$ cat src/rtl/ps2_pkg.sv
// Shared types and helpers for the PS/2 receive path.
package ps2_pkg;

  typedef enum logic [1:0] {IDLE, DATA, PARITY, STOP} state_t;

  localparam int PS2_DATA_BITS  = 8;
  localparam int PS2_FRAME_BITS = 11;

  // Parity bit a well-formed frame carries so that data plus parity has an odd number of ones.
  function automatic logic odd_parity(input logic [PS2_DATA_BITS-1:0] data);
    return ~(^data);
  endfunction

endpackage

$ cat src/rtl/ps2_line_filter.sv
// Two-flop synchroniser plus level debounce for the PS/2 clock line.
// Emits a one-cycle pulse when the filtered level falls.
module ps2_line_filter #(
  parameter int FILTER_LEN = 8
) (
  input  logic clk,
  input  logic reset,
  input  logic raw,
  output logic fall
);

  localparam int CNT_W = $clog2(FILTER_LEN);

  logic             s1, s2, filtered;
  logic [CNT_W-1:0] cnt;

  always_ff @(posedge clk or posedge reset) begin
    if (reset) begin
      s1       <= 1'b1;
      s2       <= 1'b1;
      filtered <= 1'b1;
      cnt      <= '0;
      fall     <= 1'b0;
    end else begin
      s1   <= raw;
      s2   <= s1;
      fall <= 1'b0;
      // Any sample that agrees with the filtered level restarts the run.
      if (s2 != filtered) begin
        if (cnt == CNT_W'(FILTER_LEN - 1)) begin
          filtered <= s2;
          cnt      <= '0;
          fall     <= ~s2;
        end else begin
          cnt <= cnt + 1'b1;
        end
      end else begin
        cnt <= '0;
      end
    end
  end

endmodule

$ cat src/rtl/ps2_rx_fifo.sv
// PS/2 device-to-host receiver: conditioned inputs, framed/parity-checked
// byte capture with an inactivity watchdog, feeding a fall-through FIFO.
module ps2_rx_fifo
  import ps2_pkg::*;
#(
  parameter int FILTER_LEN     = 8,
  parameter int TIMEOUT_CYCLES = 10000,
  parameter int FIFO_DEPTH     = 8
) (
  input  logic                          clk,
  input  logic                          reset,
  input  logic                          ps2c,
  input  logic                          ps2d,
  input  logic                          rx_en,
  input  logic                          rd_en,
  input  logic                          clr_ovf,
  output logic [7:0]                    dout,
  output logic                          valid,
  output logic                          full,
  output logic [$clog2(FIFO_DEPTH):0]   count,
  output logic                          err_parity,
  output logic                          err_frame,
  output logic                          err_timeout,
  output logic                          overflow
);

  localparam int AW = $clog2(FIFO_DEPTH);
  localparam int CW = AW + 1;
  localparam int WW = $clog2(TIMEOUT_CYCLES + 1);
  localparam int BW = $clog2(PS2_FRAME_BITS);

  logic                     fall;
  logic                     d_s1, d_s2;
  state_t                   state;
  logic [BW-1:0]            bit_cnt;
  logic [PS2_DATA_BITS-1:0] shift;
  logic                     par_bit;
  logic [WW-1:0]            wdog;
  logic                     push, pop, wr, is_full;
  logic [7:0]               mem [FIFO_DEPTH];
  logic [AW-1:0]            wptr, rptr;
  logic [CW-1:0]            cnt;

  ps2_line_filter #(.FILTER_LEN(FILTER_LEN)) u_clk_filter (
    .clk   (clk),
    .reset (reset),
    .raw   (ps2c),
    .fall  (fall)
  );

  // Data only needs metastability protection; it is sampled well inside its stable window.
  always_ff @(posedge clk or posedge reset) begin
    if (reset) begin
      d_s1 <= 1'b1;
      d_s2 <= 1'b1;
    end else begin
      d_s1 <= ps2d;
      d_s2 <= d_s1;
    end
  end

  assign push = fall && (state == STOP) && d_s2 && (par_bit == odd_parity(shift));

  always_ff @(posedge clk or posedge reset) begin
    if (reset) begin
      state       <= IDLE;
      bit_cnt     <= '0;
      shift       <= '0;
      par_bit     <= 1'b0;
      wdog        <= '0;
      err_parity  <= 1'b0;
      err_frame   <= 1'b0;
      err_timeout <= 1'b0;
    end else begin
      err_parity  <= 1'b0;
      err_frame   <= 1'b0;
      err_timeout <= 1'b0;
      if (state == IDLE) begin
        wdog <= '0;
        if (fall && rx_en && !d_s2) begin
          state   <= DATA;
          bit_cnt <= '0;
        end
      end else if (fall) begin
        wdog <= '0;
        case (state)
          DATA: begin
            shift   <= {d_s2, shift[PS2_DATA_BITS-1:1]};
            bit_cnt <= bit_cnt + 1'b1;
            if (bit_cnt == BW'(PS2_DATA_BITS - 1)) state <= PARITY;
          end
          PARITY: begin
            par_bit <= d_s2;
            state   <= STOP;
          end
          STOP: begin
            state <= IDLE;
            if (!d_s2)                              err_frame  <= 1'b1;
            else if (par_bit != odd_parity(shift)) err_parity <= 1'b1;
          end
          default: state <= IDLE;
        endcase
      end else if (wdog == WW'(TIMEOUT_CYCLES - 1)) begin
        state       <= IDLE;
        wdog        <= '0;
        err_timeout <= 1'b1;
      end else begin
        wdog <= wdog + 1'b1;
      end
    end
  end

  // A full FIFO still accepts a push when the head leaves in the same cycle.
  assign is_full = (cnt == CW'(FIFO_DEPTH));
  assign pop     = rd_en && (cnt != '0);
  assign wr      = push && (!is_full || pop);

  always_ff @(posedge clk) begin
    if (wr) mem[wptr] <= shift;
  end

  always_ff @(posedge clk or posedge reset) begin
    if (reset) begin
      wptr     <= '0;
      rptr     <= '0;
      cnt      <= '0;
      overflow <= 1'b0;
    end else begin
      if (wr)  wptr <= wptr + 1'b1;
      if (pop) rptr <= rptr + 1'b1;
      case ({wr, pop})
        2'b10:   cnt <= cnt + 1'b1;
        2'b01:   cnt <= cnt - 1'b1;
        default: cnt <= cnt;
      endcase
      if (push && is_full && !pop) overflow <= 1'b1;
      else if (clr_ovf)            overflow <= 1'b0;
    end
  end

  assign valid = (cnt != '0);
  assign full  = is_full;
  assign count = cnt;
  assign dout  = valid ? mem[rptr] : 8'h00;

endmodule

$ cat config.mk
export PLATFORM = sky130hd
export DESIGN_NAME = ps2_rx_fifo
export DESIGN_NICKNAME = d
export VERILOG_FILES = /design/src/rtl/ps2_pkg.sv /design/src/rtl/ps2_line_filter.sv /design/src/rtl/ps2_rx_fifo.sv
export SDC_FILE = /design/constraint.sdc
export NUM_CORES = 1
export LEC_CHECK = 0
export CAP_MARGIN = 15
export CELL_PAD_IN_SITES_DETAIL_PLACEMENT = 0
export CELL_PAD_IN_SITES_GLOBAL_PLACEMENT = 1
export CORE_MARGIN = 2
export CORE_UTILIZATION = 55
export CTS_CLUSTER_SIZE = 12
export DETAILED_ROUTE_END_ITERATION = 6
export HOLD_SLACK_MARGIN = 0.15
export PLACE_DENSITY = 0.92
export SYNTH_ARGS = -nofsm -noshare
export SYNTH_HDL_FRONTEND = slang
export SYNTH_SLANG_ARGS = --single-unit
$ cat constraint.sdc
create_clock -name clk -period 6 [get_ports clk]
set_input_delay 1.2 -clock clk [delete_from_list [all_inputs] [get_ports clk]]
set_output_delay 1.2 -clock clk [all_outputs]
set_load 0.01 [all_outputs]
# --- After elaboration in Yosys (flattened, before gate mapping) ---
# Memory sizes are Yosys's and may differ from the RTL's.
# Cells that the tools add are included.
op_classes:
  reduce_logical: 26
  addsub: 7
  n_mux: 35
  eq_ne: 14
  bitwise_logic: 3
ops:
  columns: ["op", "n"]
  rows:
  - ["$mux W14", 3]
  - ["$mux W1", 18]
  - ["$mux W4", 4]
  - ["$add A14 B1 Y14 const B", 1]
  - ["$eq A14 B14 Y1 const B", 1]
  - ["$reduce_and A3 Y1", 4]
  - ["$mux W2", 5]
  - ["$add A3 B1 Y3 const B", 3]
  - ["$logic_and A1 B1 Y1", 9]
  - ["$add A4 B1 Y4 const B", 2]
  - ["$mux W8", 1]
  - ["$pmux W4 S2", 1]
  - ["$reduce_bool A2 Y1", 4]
  - ["$reduce_xor A8 Y1", 1]
  - ["$eq A2 B2 Y1 const B", 3]
  - ["$mux W3", 2]
  - ["$eq A2 B1 Y1 const B", 2]
  - ["$eq A4 B3 Y1 const B", 1]
  - ["$eq A4 B4 Y1 const B", 1]
  - ["$ne A4 B4 Y1 const B", 1]
  - ["$pmux W2 S2", 1]
  - ["$reduce_bool A4 Y1", 1]
  - ["$sub A4 B1 Y4 const B", 1]
  - ["$eq A3 B3 Y1 const B", 1]
  - ["9 further kinds", 14]
totals:
  ram_bits: 64
  in_bits: 7
  word_cells: 105
  output_inout_bits: 18
  reg_bits: 52
  memories: 1
mem_list:
  columns: ["name", "depth", "word_bits", "rd", "rd_ports_with_merged_regs", "write_ports", "line_no", "rtl"]
  rows:
  - ["mem", 8, 8, 1, 0, 1, "ps2_rx_fifo.sv:40", "logic [7:0] mem [FIFO_DEPTH];"]

# --- Depth between registers and ports, before layout ---
# Gate-level depths: netlist of the first run.
depth:
  depth_word: 8
  depth_mapped: 13
  depth_no_buf: 11

# --- By module ---
# A second synthesis of the first run with hierarchy kept.
hier_totals:
  hier_cells: 340
  area_unflattened_um2: 5038.6
modules_own_cells:
  columns: ["mod", "cells_each", "area_per_inst_um2", "instances"]
  rows:
  - ["ps2_rx_fifo", 324, 4773.3, 1]
  - ["ps2_line_filter", 16, 265.3, 1]

# --- Worst setup path after synthesis of the first run ---
# OpenSTA, ideal clock, no wires.
synth_timing:
  kind: "input port to flip-flop"
  from: "in rd_en"
  to: "mem mem[2][0], enable pin"
  path_slack_ns: 2.921
  setup_time_ns: 0.398
  n_path_buf: 1
  arrival_time_ns: 2.681
  path_stages: 5
  cell_sequence: "inv_1 a211oi_1 mux2i_1 buf_4 nor4b_1"
synth_via:
  elab_chain_cells: 5
synth_rtl:
  columns: ["item", "line_no", "rtl"]
  rows:
  - ["start, declared", "ps2_rx_fifo.sv:15", "input logic rd_en,"]
  - ["$logic_and A1 B1 Y1", "ps2_rx_fifo.sv:115", "assign pop = rd_en && (cnt != '0);"]
  - ["$logic_or A1 B1 Y1", "ps2_rx_fifo.sv:116", "assign wr = push && (!is_full || pop);"]
  - ["$logic_and A1 B1 Y1", "ps2_rx_fifo.sv:116", null]
  - ["$mux W1", "ps2_rx_fifo.sv:119", "if (wr) mem[wptr] <= shift;"]
  - ["$mux W1 (not written as such)", "ps2_rx_fifo.sv:119", null]
  - ["end, declared", "ps2_rx_fifo.sv:40", null]
# No other way between the ends.

# --- Final worst setup path of the first run ---
layout_timing:
  from: "reg rptr[0]"
  to: "out dout[7]"
layout_via:
  elab_chain_cells: 2
layout_rtl:
  columns: ["item", "line_no", "rtl"]
  rows:
  - ["start, declared", "ps2_rx_fifo.sv:41", "logic [AW-1:0] wptr, rptr;"]
  - ["start signal, assigned", "ps2_rx_fifo.sv:130", "if (pop) rptr <= rptr + 1'b1;"]
  - ["$mem_v2 Z8 W8", null, null]
  - ["$mux W8", "ps2_rx_fifo.sv:144", "assign dout = valid ? mem[rptr] : 8'h00;"]
  - ["end, declared", "ps2_rx_fifo.sv:17", "output logic [7:0] dout,"]
# No other way between the ends.

==> impl_results.md, run 1 <==
* Ys async rst share at 0.4483
* Reg2reg end: count[2]
* Number of global-route vias before repair at 2,816
* Num ports at 25
* Worst r2r src: shift[3]
* Crit Path Class: reg2out
* Int Pwr at 1.771 mW
* CP endpoint kind: primary output
* Critical-path cell list: buf_4 > mux4_2 > mux2i_1 > nor2_1 > clkdlybuf4s50_1
* CTS tree: done
* Worst hold margin at 0.3553 ns
* Die Footprint at 9964 um2
* Area growth from synthesis to layout at 19.80%
* Register area share after synthesis at 0.6395
* Most frequent cells in the layout: 64 x edfxtp_1, 47 x dfrtp_1, 24 x nor2_1, 24 x clkdlybuf4s50_1
* Post-Syn Instances at 327
* Slew @ Worst Pin at 0.9351 ns
* Slowest CP cell: dfrtp_1
* Tmin final at 3.908 ns
* DP Wirelength at 5453 um
* Switching share of power at 0.2732
* Starting Density at 0.5735
* Area leader, netlist: edfxtp_1
* Mapped Nets at 348
* Most common cell after layout, fill and taps aside: edfxtp_1
* Share of cells above drive strength 1 at 0.2193
* Setup crit start kind: flip-flop
* First-pass GRT wire length at 14,080 um
* Logic pwr share at 0.199
* CP Buf/Inv Count at 2
* Final setup vio count at 0
* Pre-antenna DRT Iters at 4
* Avg Cell Area, Syn at 15.44 um2
* Clock power frac at 0.397
* Reg2reg setup slack at 2.66 ns
* Final setup TNS at 0 ns
* Initial antenna violation count at 0
* Grt total ovfl at 0
* Number of synthesized flops with an enable pin at 64
* Setup crit start: rptr[0]
* Clock skew at 0.01254 ns
* Core footprint at 8806 um2
* Antenna-violating nets left at 0
* Reg clk slew, reported paths at 0.06 ns
* Status: finished, final reports clean
* Crit Path Max Fanout at 12
* Post-CTS Resized at 0
* Placer congestion estimate at 0.7511
* Fin. Hold Viols at 0
* CTS Buffer Depth at 2
* Crit path required time at 4.80 ns
* # rows at 34
* Post-route DRC violation count at 0
* Flops & latches, synth at 116
* Power Dens Cells at 402.7 nW/um2
* CTS buffer count at 17
* Leakage at 2.376 nW
* Clock sink count at 116
* # Post-CTS Setup Buffers at 0
* Hold path startpoint: u_clk_filter.s1
* Die outline width at 99.82 um
* Netlist area before placement at 5050 um2
* Avg WL per Cell at 17.55 um
* Via-per-instance ratio at 5.627
* CP max stage delay at 0.56 ns
* Ys flop type: edfxtp_1
* RSZ-0062 raised after global routing: no
* Total of max-cap violations at 0
* Top cell type's share of synthesized area at 0.3806
* Slew Limit Headroom at 0.3588
* Hold_buf cts at 0
* Fmax at 255.9 MHz
* Delay-heaviest family, CP: buffers and inverters
* Vias at 2,763
* Cell variety after synth at 50
* Top cells by area, synth: edfxtp_1 38%, dfrtp_1 23%, mux4_2 7.1%
* Antenna diode count at 0
* Sw power at 0.6654 mW
* Port bufs at 24
* CTS H-tree lvls at 4
* Hold crit path type: reg2reg
* Register share of total power at 0.404
* Largest net degree at the start of global routing at 53
* Hold path cells at 0
* Skew-Pair Late Insertion Delay at 0.50 ns
* Initial DRC count at 211
* Synth Warn # at 0
* Final Cycle Share at 0.6513
* Worst Hold End: u_clk_filter.s2
* Post-Route WL at 8617 um
* Cells on worst reg2reg path at 10
* Max VDD drop at 0.2381 mV
* NumNets Final at 391
* GRT Total Usage at 0.1897
* Die Ht at 99.82 um
* Max-slew violations at 0
* Critical path data arrival time at 2.71 ns
* Root buffer cell: clkbuf_8
-- worst max path at each step --
| stage | endpoint | slack (ns) | cells past startpoint |
|---|---|---|---|
| after floorplan | mem[2][0] | 2.92 | 5 |
| after CTS | dout[7] | 1.96 | 5 |
| after global routing | dout[7] | 1.93 | 5 |
| after global placement | count[2] | 2.14 | 11 |
| final | dout[7] | 2.09 | 5 |
| after detailed placement | count[2] | 2.00 | 11 |
-- state kept, by name, indices dropped and copies added, names as in the netlist, 2 cells and up --
signal	count
wdog	14
mem	64
wptr	3
rptr	3
shift	8
state	2
u_clk_filter.cnt	3
count	4
bit_cnt	4
-- per-stage QoR --
stage                 util  power [mW]  cell area (um2)  std cells  setup WS [ns]
global route        0.6870       2.555             6050        491          1.927
finish              0.6870       2.436             6050        491          2.093
CTS                 0.6839       2.460             6022        489          1.965
global placement    0.6178       1.471             5440        457          2.145
floorplan                -       1.304             5050        327          2.921
detailed placement  0.6178       1.488             5440        457          1.996
-- kinds of logic (layout without fill, tap and decap cells) --
kind of cell,after synthesis,in the layout,synth area share
AOI/OAI and AO/OA,22,22,0.03172
xor gates and xnor gates,28,28,0.05699
adders and majority gates,14,14,0.03469
buffers and inverters,19,75,0.01635
DFF,116,116,0.6395
muxes,39,39,0.1202
and+or+nand+nor,89,89,0.1006
-- metal layers --
metal | track usage | wire length [um] | up-vias
met5 | 0 | 0 | -
li1 | - | - | 1322
met2 | 0.2937 | 4308 | 40
met3 | 0.05919 | 285 | 4
met4 | 0.07692 | 70 | 0
met1 | 0.2539 | 3953 | 1397
-- worst register-to-register path, cell delays in order (launching register included) --
cell and delay [ns]:
dfrtp_1 0.50, xor2_1 0.21, xnor3_1 0.49, mux2i_1 0.81, ha_1 0.41, xor2_1 0.10, ha_1 0.18, a21oi_1 0.15
xor2_1 0.17, nor2_1 0.07, xor2_1 0.14
-- power by group through the flow --
stage | Combinational [mW] | Sequential (mW) | Clock [mW]
after global placement | 0.471 | 1.00 | 0
after detailed placement | 0.485 | 1.00 | 0
after floorplan | 0.362 | 0.943 | 0
after CTS | 0.491 | 0.987 | 0.982
after global routing | 0.536 | 0.997 | 1.02
final | 0.485 | 0.985 | 0.966
-- cells in the mapped netlist (5+ instances only) --
cell type  count
inv_1          7
mux2_2        13
nor2_1        24
xor2_1        13
mux4_2        16
dfrtp_1       47
edfxtp_1      64
a21oi_1        7
nand2_1       14
xnor2_1       12
mux2i_1       10
ha_1          14
o21ai_0        6
dfstp_2        5
nor3_1         7
-- layout make-up --
cell class                      count  area, um2
Sequential cell                   116       3229
Fill cell                         598       2756
Multi-Input combinational cell    192       1738
Clock buffer                       18      427.9
Timing Repair Buffer               35      335.3
Clock inverter                     14      153.9
Tap cell                          108      135.1
Inverter                            8      30.03
Power figures use the tool's default switching activity.
==> run 2, diff against run 1 <==
Settings changed: CORE_UTILIZATION 55 to 51, PLACE_DENSITY 0.92 to 0.86.
Clock period 6 ns to 3.6 ns, I/O delays scaled along.
==> run 2 against run 1 <==
Clock skew fell by 0.0046 ns. Hold slack worse by 0.0073 ns. Core utilization decreased by 5.8 points. Final cell count rose by 5.7%. Routed wire length rose by 3.3%. Combinational power up 69%. Final area grew 0.74%. Flip-flop and latch count did not move. Global-route usage shrank 1.0 points. Register-to-register slack worse by 1.8 ns. Largest cell class unchanged. Via count increased by 2.0%. Die area increased by 7.5%.
==> impl_results.md, run 2 (same netlist as run 1, synthesis figures left out) <==
* Status: finished, final reports clean (unchanged)
* Vias at 2,818 (was 2,763)
* Initial DRC count at 128 (was 211)
* Reg clk slew, reported paths at 0.06 ns (about the same)
* Crit path required time at 2.88 ns (was 4.80 ns)
* Avg WL per Cell at 17.14 um (was 17.55 um)
* NumNets Final at 394 (was 391)
* First-pass GRT wire length at 14,790 um (was 14,080 um)
* Pre-antenna DRT Iters at 4 (unchanged)
* Crit Path Class: reg2out (unchanged)
* Fmax at 307.4 MHz
* CTS Buffer Depth at 2 (unchanged)
* Switching share of power at 0.2737 (was 0.2732)
* Max-slew violations at 0 (unchanged)
* Leakage at 2.392 nW (was 2.376 nW)
* Total of max-cap violations at 0 (unchanged)
* Starting Density at 0.5214 (was 0.5735)
* Number of flip-flops in the largest register at 64 (unchanged)
* Skew-Pair Late Insertion Delay at 0.50 ns (about the same)
* Register share of total power at 0.405 (was 0.404)
* Final setup TNS at 0 ns (unchanged)
* Slew @ Worst Pin at 0.8466 ns (was 0.9351 ns)
* Grt total ovfl at 0 (unchanged)
* CTS tree: done (unchanged)
* CTS H-tree lvls at 4 (unchanged)
* Area growth from synthesis to layout at 20.69% (was 19.80%)
* Clock sink count at 116 (unchanged)
* Hold crit path type: reg2reg (unchanged)
* # rows at 36 (was 34)
* Antenna diode count at 0 (unchanged)
* Antenna-violating nets left at 0 (unchanged)
* Setup crit start kind: flip-flop (unchanged)
* Max VDD drop at 0.4235 mV (was 0.2381 mV)
* Final setup vio count at 0 (unchanged)
* GRT Total Usage at 0.1796 (was 0.1897)
* Cells on worst reg2reg path at 10 (unchanged)
* # Post-CTS Setup Buffers at 0 (unchanged)
* RSZ-0062 raised after global routing: no (unchanged)
* Post-Route WL at 8898 um (was 8617 um)
* Largest net degree at the start of global routing at 51 (was 53)
* Hold_buf cts at 0 (unchanged)
* Root buffer cell: clkbuf_8 (unchanged)
* Port bufs at 24 (unchanged)
* CP max stage delay at 0.88 ns (was 0.56 ns)
* CP endpoint kind: primary output (unchanged)
* Biggest regs: mem: 64 flops, wdog: 14 flops, shift: 8 flops (unchanged)
* DP Wirelength at 5620 um (was 5453 um)
* Critical path data arrival time at 2.53 ns (was 2.71 ns)
* Logic pwr share at 0.203 (was 0.199)
* Tmin final at 3.254 ns
* Int Pwr at 2.932 mW (was 1.771 mW)
* Slowest CP cell: dfrtp_1 (unchanged)
* Initial antenna violation count at 0 (unchanged)
* Critical-path cell list: mux4_2 > mux2i_1 > nor2_1 > clkdlybuf4s50_1 (was buf_4 > mux4_2 > mux2i_1 > nor2_1 > clkdlybuf4s50_1)
* Final core occ at 0.6293 (was 0.6870)
* Clock skew at 0.007894 ns (was 0.01254 ns)
* Clock power frac at 0.391 (was 0.397)
* Most common cell after layout, fill and taps aside: edfxtp_1 (unchanged)
* Core footprint at 9684 um2 (was 8806 um2)
* Number of global-route vias before repair at 2,869 (was 2,816)
* Num ports at 25 (unchanged)
* Slew Limit Headroom at 0.4337 (was 0.3588)
* Share of cells above drive strength 1 at 0.2254 (was 0.2193)
* Register name with the most flops: mem (unchanged)
* CTS buffer count at 17 (unchanged)
* Die Footprint at 10,710 um2 (was 9964 um2)
* Sw power at 1.105 mW (was 0.6654 mW)
* Reg2reg setup slack at 0.86 ns (was 2.66 ns)
* Most frequent cells in the layout: 64 x edfxtp_1, 47 x dfrtp_1, 24 x nor2_1, 24 x clkdlybuf4s50_1 (unchanged)
* Hold path cells at 0 (unchanged)
* Power Dens Cells at 662.4 nW/um2 (was 402.7 nW/um2)
* Crit Path Max Fanout at 18 (was 12)
* Placer congestion estimate at 0.7289 (was 0.7511)
* Via-per-instance ratio at 5.430 (was 5.627)
* Final Cycle Share at 0.9038
* Post-CTS Resized at 0 (unchanged)
* Fin. Hold Viols at 0 (unchanged)
* Die Ht at 103.5 um (was 99.82 um)
* Die outline width at 103.5 um (was 99.82 um)
* Post-route DRC violation count at 0 (unchanged)
[run 2: changes by cell type in the layout (fill, tap and decap cells not counted), sizes merged]
cell,delta
buf,+3
clkinvlp,-2
clkinv,+4
clkbuf,-1
inv,-1
[run 2: path summary, 6_finish.rpt]
kind	from	end
setup / recovery	rptr[1]	dout[7]
hold / removal	d_s1	d_s2
setup reg to reg	shift[3]	count[2]
hold reg to reg	d_s1	d_s2
max in group asynchronous	reset	u_clk_filter.s1
min in group asynchronous	reset	wdog[13]
[run 2: cell type report]
class	instances	area, um2
Clock inverter	15	158.9
Timing Repair Buffer	38	357.8
Clock buffer	17	414.1
Inverter	8	30.03
Tap cell	133	166.4
Sequential cell	116	3229
Fill cell	713	3590
Multi-Input combinational cell	192	1738
[run 2: per-layer routing]
layer,share of wire,GRT usage
met3,0.035,0.04405
met5,0,0
met4,0.0079,0.06081
met1,0.44,0.2327
met2,0.52,0.2994
[run 2: through the flow]
stage	total power [mW]	cell area (um2)	std cells	setup slack (ns)	hold WS [ns]
after floorplan	2.174	5050	327	0.8436	0.3452
after global placement	2.466	5502	486	0.7382	0.3458
after detailed placement	2.480	5502	486	0.6769	0.3475
after CTS	4.075	6075	518	0.3458	0.3511
after global routing	4.237	6095	519	0.2400	0.3546
final	4.037	6095	519	0.3464	0.3481
[run 2: power by group through the flow]
stage / registers, mW / clock network (mW) / logic (mW)
after floorplan: 1.57 / 0 / 0.603
after global placement: 1.65 / 0 / 0.812
after detailed placement: 1.66 / 0 / 0.823
after CTS: 1.63 / 1.61 / 0.832
after global routing: 1.65 / 1.68 / 0.902
final: 1.64 / 1.58 / 0.821
[run 2: worst max-delay path, delay by kind of cell, from the launching register on]
kind          cells  cell delay (ns)
buf+inv           1             0.48
flops             1             0.88
mux               2             0.60
simple gates      1             0.07
==> run 3, diff against run 2 <==
--- a/config.mk
+++ b/config.mk
@@ -12,2 +12,3 @@
 export CORE_UTILIZATION = 51
+export CTS_CLUSTER_DIAMETER = 200
 export CTS_CLUSTER_SIZE = 12
--- a/constraint.sdc
+++ b/constraint.sdc
@@ -3,2 +3,2 @@
 set_output_delay 0.72 -clock clk [all_outputs]
-set_load 0.01 [all_outputs]
+set_load 0.05 [all_outputs]
==> run 3 against run 2 <==
Critical path depth rose by 1. Critical path type unchanged. Largest power group is now the clock network. Highest routed layer unchanged. Flip-flop and latch count unchanged. Register-to-register slack barely moved. Global-route usage increased by 0.63 points. Combinational power grew 35%. Clock skew about the same. Final cell count shrank 0.19%. First-iteration DRC count is 7.8% lower.
==> impl_results.md, run 3 (same netlist as run 1, synthesis figures left out) <==
* Skew-Pair Late Insertion Delay at 0.51 ns (was 0.50 ns)
* Post-Route WL at 9051 um (was 8898 um)
* Largest net degree at the start of global routing at 24 (was 51)
* Critical path data arrival time at 2.66 ns (was 2.53 ns)
* Via-per-instance ratio at 5.473 (was 5.430)
* Port bufs at 24 (unchanged)
* Initial antenna violation count at 0 (unchanged)
* Slew @ Worst Pin at 0.8524 ns (was 0.8466 ns)
* First-pass GRT wire length at 15,370 um (was 14,790 um)
* Crit path required time at 2.88 ns (about the same)
* Final core occ at 0.6307 (was 0.6293)
* Vias at 2,835 (was 2,818)
* Post-route DRC violation count at 0 (unchanged)
* Global-route track usage on met1 at 0.2292 (was 0.2327)
* Antenna diode count at 0 (unchanged)
* Fin. Hold Viols at 0 (unchanged)
* Status: finished, final reports clean (unchanged)
* Grt total ovfl at 0 (unchanged)
* CTS buffer count at 17 (unchanged)
* Hold crit path type: reg2reg (unchanged)
* Final setup TNS at 0 ns (unchanged)
* Most common cell after layout, fill and taps aside: edfxtp_1 (unchanged)
* Num ports at 25 (unchanged)
* Final setup vio count at 0 (unchanged)
* Root buffer cell: clkbuf_8 (unchanged)
* Tmin final at 3.382 ns (was 3.254 ns)
* Initial DRC count at 118 (was 128)
* Reg clk slew, reported paths at 0.06 ns (about the same)
* Starting Density at 0.5214 (unchanged)
* Slew Limit Headroom at 0.4298 (was 0.4337)
* NumNets Final at 393 (was 394)
* Max VDD drop at 0.3920 mV (was 0.4235 mV)
* Fmax at 295.7 MHz (was 307.4 MHz)
* Hold_buf cts at 0 (unchanged)
* Clock sink count at 116 (unchanged)
* Final Cycle Share at 0.9394 (was 0.9038)
* Multi-input logic area at 1738 um2 (unchanged)
* Leakage at 2.397 nW (was 2.392 nW)
* Crit Path Max Fanout at 18 (unchanged)
* FILL cells at 728 (was 713)
* Share of cells above drive strength 1 at 0.2182 (was 0.2254)
* DP Wirelength at 5826 um (was 5620 um)
* RSZ-0062 raised after global routing: no (unchanged)
* Max-slew violations at 0 (unchanged)
* Die Ht at 103.5 um (unchanged)
* Pre-antenna DRT Iters at 4 (unchanged)
* Post-route cell area at 6108 um2 (was 6095 um2)
* CTS H-tree lvls at 4 (unchanged)
* Register name with the most flops: mem (unchanged)
* Area growth from synthesis to layout at 20.96% (was 20.69%)
* Die Footprint at 10,710 um2 (unchanged)
* Crit Path Class: reg2out (unchanged)
* Power Dens Cells at 727.3 nW/um2 (was 662.4 nW/um2)
* Total of max-cap violations at 0 (unchanged)
* Seq. cell area at 3231 um2 (was 3229 um2)
* Avg WL per Cell at 17.47 um (was 17.14 um)
* Area of placed instances at 5502 um2 (unchanged)
* Number of flip-flops in the largest register at 64 (unchanged)
* Antenna-violating nets left at 0 (unchanged)
* Setup crit start kind: flip-flop (unchanged)
* Biggest regs: mem: 64 flops, wdog: 14 flops, shift: 8 flops (unchanged)
* # rows at 36 (unchanged)
* Placer congestion estimate at 0.7189 (was 0.7289)
* Clock skew at 0.007506 ns (was 0.007894 ns)
* CTS tree: done (unchanged)
* Die outline width at 103.5 um (unchanged)
* Met3 usage at 0.04216 (was 0.04405)
* Most used routing layer: met2 (unchanged)
* Core footprint at 9684 um2 (unchanged)
* CP endpoint kind: primary output (unchanged)
* Most frequent cells in the layout: 64 x edfxtp_1, 46 x dfrtp_1, 24 x nor2_1, 24 x clkdlybuf4s50_1 (was 64 x edfxtp_1, 47 x dfrtp_1, 24 x nor2_1, 24 x clkdlybuf4s50_1)
* CTS Buffer Depth at 2 (unchanged)
* Number of global-route vias before repair at 3,034 (was 2,869)
* Total chip power at 4.443 mW (was 4.037 mW)
* GRT Total Usage at 0.1859 (was 0.1796)
* Met2 usage at 0.3202 (was 0.2994)
## run 3: cell count changes in the layout (fill, tap and decap cells not counted)
cell	before	now
dfrtp_1	47	46
clkbuf_1	0	2
clkinv_1	0	1
bufinv_16	2	4
clkinv_4	5	4
clkinvlp_4	3	2
clkinv_2	3	2
inv_6	2	0
dfrtp_2	0	1
buf_12	1	0
## run 3: worst max-delay path: stages, from the launching register on
cell	delay, ns
dfrtp_1	0.32
buf_4	0.32
mux4_2	0.56
mux2i_1	0.18
nor2_1	0.07
clkdlybuf4s50_1	0.70
## run 3: final timing paths
kind | startpoint | end | slack, ns | cells after the start
min in group asynchronous | reset | wdog[12] | 0.57 | 2
max | rptr[0] | dout[5] | 0.22 | 5
min reg2reg | d_s1 | d_s2 | 0.35 | 0
min | d_s1 | d_s2 | 0.35 | 0
max reg2reg | shift[4] | count[3] | 0.86 | 9
max in group asynchronous | reset | u_clk_filter.filtered | 2.33 | 3
## run 3: final cells by class
| cell class | count | area share |
|---|---|---|
| Sequential cell | 116 | 0.5289 |
| Multi-Input combinational cell | 192 | 0.2845 |
| Clock buffer | 19 | 0.06903 |
| Timing Repair Buffer | 37 | 0.05531 |
| Clock inverter | 13 | 0.03011 |
| Tap cell | 133 | 0.02724 |
| Inverter | 8 | 0.004916 |
## run 3: routing by layer
| metal | up-vias | wire (um) |
|---|---|---|
| met4 | 0 | 154 |
| met5 | - | 0 |
| met1 | 1443 | 3889 |
| met2 | 42 | 4751 |
| met3 | 19 | 257 |
| li1 | 1331 | - |
## run 3: where the power goes
group	total [mW]	internal [mW]	switching [mW]
logic	1.11	0.463	0.648
clock network	1.70	1.12	0.575
registers	1.63	1.48	0.156
total	4.44	3.06	1.38
## run 3: timing repair
item                                    CTS  global route
setup buffers                             0             0
endpoints found under the setup margin    0             1
gates resized for setup                   0             1
## run 3: per-stage QoR
step,cells,worst slack (ns),hold WS [ns]
4_1_cts,518,0.05844,0.3557
3_5_place_dp,486,0.6282,0.3472
6_report,518,0.2181,0.3546
3_3_place_gp,486,0.6760,0.3470
2_1_floorplan,327,0.4362,0.3452
5_1_grt,518,0.07758,0.3587
